File: src/rtl/msrv32_pc_fetch_unit.sv
// Program counter and instruction-fetch request stage.
// Holds the fetch address stable under back-pressure and remembers late redirects.
module msrv32_pc_fetch_unit #(
    parameter logic [31:0] BOOT_ADDRESS = 32'h0000_0000
) (
    input  logic        ms_riscv32_mp_clk_in,
    input  logic        ms_riscv32_mp_rst_n_in,
    input  logic        branch_taken_in,
    input  logic [31:0] iadder_in,
    input  logic [1:0]  pc_src_in,
    input  logic [31:0] epc_in,
    input  logic [31:0] trap_address_in,
    input  logic        fetch_ready_in,
    output logic        fetch_valid_out,
    output logic [31:0] i_addr_out,
    output logic [31:0] pc_out,
    output logic        flush_out,
    output logic        misaligned_instr_out
);

    localparam logic [0:0] ST_RST = 1'b0;
    localparam logic [0:0] ST_RUN = 1'b1;

    logic [0:0]  state_q, state_d;
    logic [31:0] i_addr_q, i_addr_d;
    logic [31:0] pc_q, pc_d;
    logic [31:0] redir_addr_q, redir_addr_d;
    logic        redir_pending_q, redir_pending_d;
    logic        flush_q, flush_d;

    logic [31:0] target;
    logic        redirect;
    logic        misaligned;
    logic        accept;
    logic        unused_low_bits;

    assign unused_low_bits = ^{epc_in[1:0], trap_address_in[1:0], iadder_in[0]};

    always_comb begin
        target = BOOT_ADDRESS;
        unique case (pc_src_in)
            2'b00: target = BOOT_ADDRESS;
            2'b01: target = {epc_in[31:2], 2'b00};
            2'b10: target = {trap_address_in[31:2], 2'b00};
            2'b11: target = {iadder_in[31:1], 1'b0};
        endcase
    end

    // A misaligned jump target is flagged but never loaded into the PC.
    assign misaligned = (pc_src_in == 2'b11) & branch_taken_in & iadder_in[1];
    assign redirect   = (pc_src_in != 2'b11) | (branch_taken_in & ~misaligned);
    assign accept     = (state_q == ST_RUN) & fetch_ready_in;

    always_comb begin
        state_d         = ST_RUN;
        i_addr_d        = i_addr_q;
        pc_d            = pc_q;
        redir_addr_d    = redir_addr_q;
        redir_pending_d = redir_pending_q;
        flush_d         = flush_q;
        if (accept) begin
            pc_d            = i_addr_q;
            redir_pending_d = 1'b0;
            if (redirect) begin
                i_addr_d = target;
            end else if (redir_pending_q) begin
                i_addr_d = redir_addr_q;
            end else begin
                i_addr_d = i_addr_q + 32'd4;
            end
        end else if (redirect) begin
            redir_pending_d = 1'b1;
            redir_addr_d    = target;
        end
        // Flush stays up while stalled until an accept on a clean path.
        if (redirect | misaligned | redir_pending_q) begin
            flush_d = 1'b1;
        end else if (accept) begin
            flush_d = 1'b0;
        end
    end

    always_ff @(posedge ms_riscv32_mp_clk_in or negedge ms_riscv32_mp_rst_n_in) begin
        if (!ms_riscv32_mp_rst_n_in) begin
            state_q         <= ST_RST;
            i_addr_q        <= BOOT_ADDRESS;
            pc_q            <= BOOT_ADDRESS;
            redir_addr_q    <= 32'h0;
            redir_pending_q <= 1'b0;
            flush_q         <= 1'b1;
        end else begin
            state_q         <= state_d;
            i_addr_q        <= i_addr_d;
            pc_q            <= pc_d;
            redir_addr_q    <= redir_addr_d;
            redir_pending_q <= redir_pending_d;
            flush_q         <= flush_d;
        end
    end

    assign fetch_valid_out      = (state_q == ST_RUN);
    assign i_addr_out           = i_addr_q;
    assign pc_out               = pc_q;
    assign flush_out            = flush_q;
    assign misaligned_instr_out = misaligned;

endmodule
File: config.mk
export PLATFORM = sky130hd
export DESIGN_NAME = msrv32_pc_fetch_unit
export DESIGN_NICKNAME = d
export VERILOG_FILES = /design/src/rtl/msrv32_pc_fetch_unit.sv
export SDC_FILE = /design/constraint.sdc
export NUM_CORES = 1
export LEC_CHECK = 0
export CAP_MARGIN = 20
export CORE_ASPECT_RATIO = 2
export CORE_MARGIN = 1.5
export CORE_UTILIZATION = 63
export CTS_CLUSTER_DIAMETER = 120
export DETAILED_ROUTE_END_ITERATION = 6
export DONT_BUFFER_PORTS = 1
export GPL_TIMING_DRIVEN = 0
export PLACE_DENSITY = 0.79
export SYNTH_ARGS = -nofsm -noshare
export SYNTH_HDL_FRONTEND = slang
export SYNTH_SLANG_ARGS = --single-unit
File: constraint.sdc
create_clock -name ms_riscv32_mp_clk_in -period 2.1 [get_ports ms_riscv32_mp_clk_in]
set_input_delay 0.21 -clock ms_riscv32_mp_clk_in [delete_from_list [all_inputs] [get_ports ms_riscv32_mp_clk_in]]
set_output_delay 0.21 -clock ms_riscv32_mp_clk_in [all_outputs]
set_load 0.03 [all_outputs]
==> flow_summary_export.csv <==
group,metric,value,unit
yosys,synth_edf_count,0,
sta,finalSetupViolCount,0,
worst_setup_path,critPathKind,"flop to flop",
routing,vias,4822,
routing,wirelength,15400,um
worst_setup_path,slowest_stage,"dfrtp_2",
pwr,combPwrFrac,15.0,%
worst_setup_path,crit_chain,"and3_1, and2_4, buf_2, and4_1, a2111oi_0, a211oi_1",
sta,relSlewSlack,59.7,%
routing,first_iter_violations,389,
yosys,synth_flop_cell,"dfrtp_1",
worst_hold_path,hold_path.class,"input port to async pin",
worst_setup_path,cp.arrival,2.21,ns
run,cap_viol_max_count,0,
routing,drt_first_pass_iters,7,
floorplanning,rows,47,
sta,min_period,2.00,ns
run_status,status,"finished with violations",
worst_setup_path,rr_worst_depth,6,
placed_design,dp_hpwl,11600,um
global_route,grt_max_degree,97,
placed_design,io_buffers,0,
worst_setup_path,cp-end-kind,"flop",
pwr,power_frac_seq,52.9,%
yosys,synthTopCellsByArea,"dfrtp_1 (44%), nand2_1 (9.7%), mux2_2 (6.9%), o21ai_0 (4.9%), a22oi_1 (3.7%)",
sta,rsz0062_at_grt,"true",
sta,fin_hold_ws,-0.449,ns
yosys,synth_area_leader_cell,"dfrtp_1",
placed_design,gp_congestion,0.929,
routing,drc,0,
sta,finClkSkew,0.00303,ns
yosys,synth_warnings,0,
worst_setup_path,path_max_fanout,10,
pwr,pwr-share-clk,32.1,%
sta,max_freq,500,MHz
cts,numCtsBuffers,9,
sta,finalHoldViolations,96,
cts,clkSlewWorstSetupHoldPaths,0.06,ns
floorplanning,dieArea,9190,sq um
cells_and_area,drive_gt1_share,18.8,%
worst_setup_path,r2r-end,"i_addr_out[27]$_DFFE_PN0P_",
floorplanning,fp.coreArea,8290,sq um
global_route,grt-ovfl-total,0,
pwr,power.density,905,nW/um^2
worst_setup_path,max_stage_delay,0.51,ns
yosys,syn_area,5410,sq um
cts,cts_sinks,96,
pwr,p_total,5390,uW
worst_setup_path,crit_path_start,"i_addr_out[18]$_DFFE_PN0P_",
pwr,p_switching,1850,uW
run_status,violations,"negative hold slack",
sta,period_share,95.3,%
routing,viasPerCell,6.65,
pwr,sw_frac_of_total,34.4,%
yosys,async_reset_ff_share,100,%
worst_setup_path,start_kind,"flop",
pwr,p_leak,0.00263,uW
sta,final_max_slew_viol_count,0,
cts,root_buffer,"clkbuf_16",
floorplanning,die_y,134,um
global_route,antenna_found_initial,0,
cells_and_area,antenna_cells,0,
cts,hold_buffers,1,
yosys,yosys_register_bits,96,
worst_setup_path,regToRegSetupSlack,0.1,ns
global_route,grt_pass1_vias,4763,
floorplanning,start_util,65.2,%
routing,wl_per_cell,21.3,um
pwr,intPower,3540,uW
pwr,ir_drop,674,uV
cells_and_area,area_delta_synth_final,10.1,%
cts,cts_tree,"done",
floorplanning,fp.dieW,68.5,um
global_route,grt.total_usage,35.1,%
floorplanning,ios,169,
routing,ant_nets,0,
cts,insertion_delay,0.35,ns
cts,cts_buffer_depth,2,
global_route,grt_pass1_wl,24000,um
sta,worst_pin_slew,0.601,ns
yosys,ys_types,64,
cts,htreeDepth,3,
yosys,synth_cells,608,
worst_setup_path,r2r_start,"i_addr_out[18]$_DFFE_PN0P_",
yosys,synth_seq_area_share,44.4,%
cells_and_area,nNetsFinal,727,
yosys,syn_avg_cell_area,8.90,sq um
worst_setup_path,worstPathRequired,2.31,ns
yosys,yosysTopAreaCellShare,43.9,%
==> layout make-up <==
class | instances | area (sq um)
Buffer | 53 | 265
Sequential cell | 96 | 2430
Multi-Input combinational cell | 454 | 2760
Clock buffer | 10 | 239
Inverter | 5 | 18.8
Tap cell | 98 | 123
Timing Repair Buffer | 5 | 52.6
Clock inverter | 4 | 70.1
Fill cell | 656 | 2340
==> per-layer routing <==
| layer | track usage (%) | share of wire, % | up-vias |
|---|---|---|---|
| met5 | 0 | 0 | - |
| met4 | 18.1 | 4.9 | 0 |
| met1 | 41.5 | 37 | 2297 |
| li1 | - | - | 2198 |
| met3 | 6.54 | 7.1 | 53 |
| met2 | 58.4 | 51 | 274 |
==> registers in the layout (all words and copies together) (netlist names) <==
name and count:
fetch_valid_out 1, redir_addr_q 31, redir_pending_q 1, i_addr_out 31
pc_out 31, flush_out 1
==> layout by cell type (no fill, tap or decap), types with 11 or more instances in the layout <==
cell and count:
buf_2 23, mux2_2 33, clkbuf_1 18, a22oi_1 27
o21ai_0 53, a21oi_1 16, nor2_1 31, dfrtp_1 77
nand2_1 140, nand3_1 16, nand4_1 11, dfrtp_2 18
and3_1 13
==> stage by stage <==
| stage | utilization [%] | TNS (ns) | worst slack [ns] | instance area (sq um) | cells |
|---|---|---|---|---|---|
| 3_3_place_gp | 66.8 | -4.89 | -0.383 | 5540 | 707 |
| 4_1_cts | 71.0 | 0 | 0.00625 | 5880 | 723 |
| 6_report | 71.8 | 0 | 0.0985 | 5950 | 725 |
| 3_5_place_dp | 66.8 | -5.72 | -0.441 | 5540 | 707 |
| 5_1_grt | 71.8 | -0.00613 | -0.00613 | 5950 | 725 |
| 2_1_floorplan | - | 0 | 0.0320 | 5410 | 609 |
==> worst max-delay path: cells and delay by family, from the launching register on <==
kind / cells / cell delay, ns
flip-flops: 1 / 0.51
AND/OR/NAND/NOR: 3 / 0.65
buffers and inverters: 1 / 0.17
AO/OA/AOI/OAI: 2 / 0.53
==> repair_timing <==
item                                    4_1_cts  5_1_grt
pin swaps                                     2        1
setup buffers                                 2        2
gates resized for setup                      10       23
hold endpoints to repair                     97       96
endpoints found under the setup margin       48       40
==> worst max-delay path by stage <==
stage	slack, ns	end	depth (start not counted)
after detailed placement	-0.44	i_addr_out[30]$_DFFE_PN0P_	6
final	0.1	i_addr_out[27]$_DFFE_PN0P_	6
after floorplan	0.03	i_addr_out[30]$_DFFE_PN0P_	6
after CTS	0.006	i_addr_out[14]$_DFFE_PN0P_	6
after global placement	-0.38	i_addr_out[30]$_DFFE_PN0P_	6
after global routing	-0.006	i_addr_out[19]$_DFFE_PN0P_	6
==> cells by family after synthesis <==
family                   Yosys count  synth area share, %
XOR/XNOR                          11                 1.78
AND/OR/NAND/NOR                  243                 20.8
multiplexers                      39                 8.03
AO/OA/AOI/OAI                    157                 19.4
flip-flops                        96                 44.4
other                              2                0.139
adder cells (fa/ha/maj)            1                0.231
buffers and inverters             59                 5.18
==> power groups by stage <==
stage	clock network, uW	registers, uW	logic [uW]
5_1_grt	1820	2900	889
3_5_place_dp	0	2870	779
4_1_cts	1740	2840	792
2_1_floorplan	0	2770	618
3_3_place_gp	0	2850	747
6_report	1730	2850	807
==> cells in the mapped netlist, types with 6 or more instances <==
cell,instances
nand2_1,140
dfrtp_1,95
o21ai_0,53
mux2_2,33
nor2_1,31
a22oi_1,27
clkbuf_1,22
buf_2,21
a21oi_1,16
nand3_1,16
and3_1,13
nand4_1,11
a22o_1,7
a31oi_1,7
xor2_1,7
buf_1,6
nor3_1,6
(Power assumes the default switching activity.)
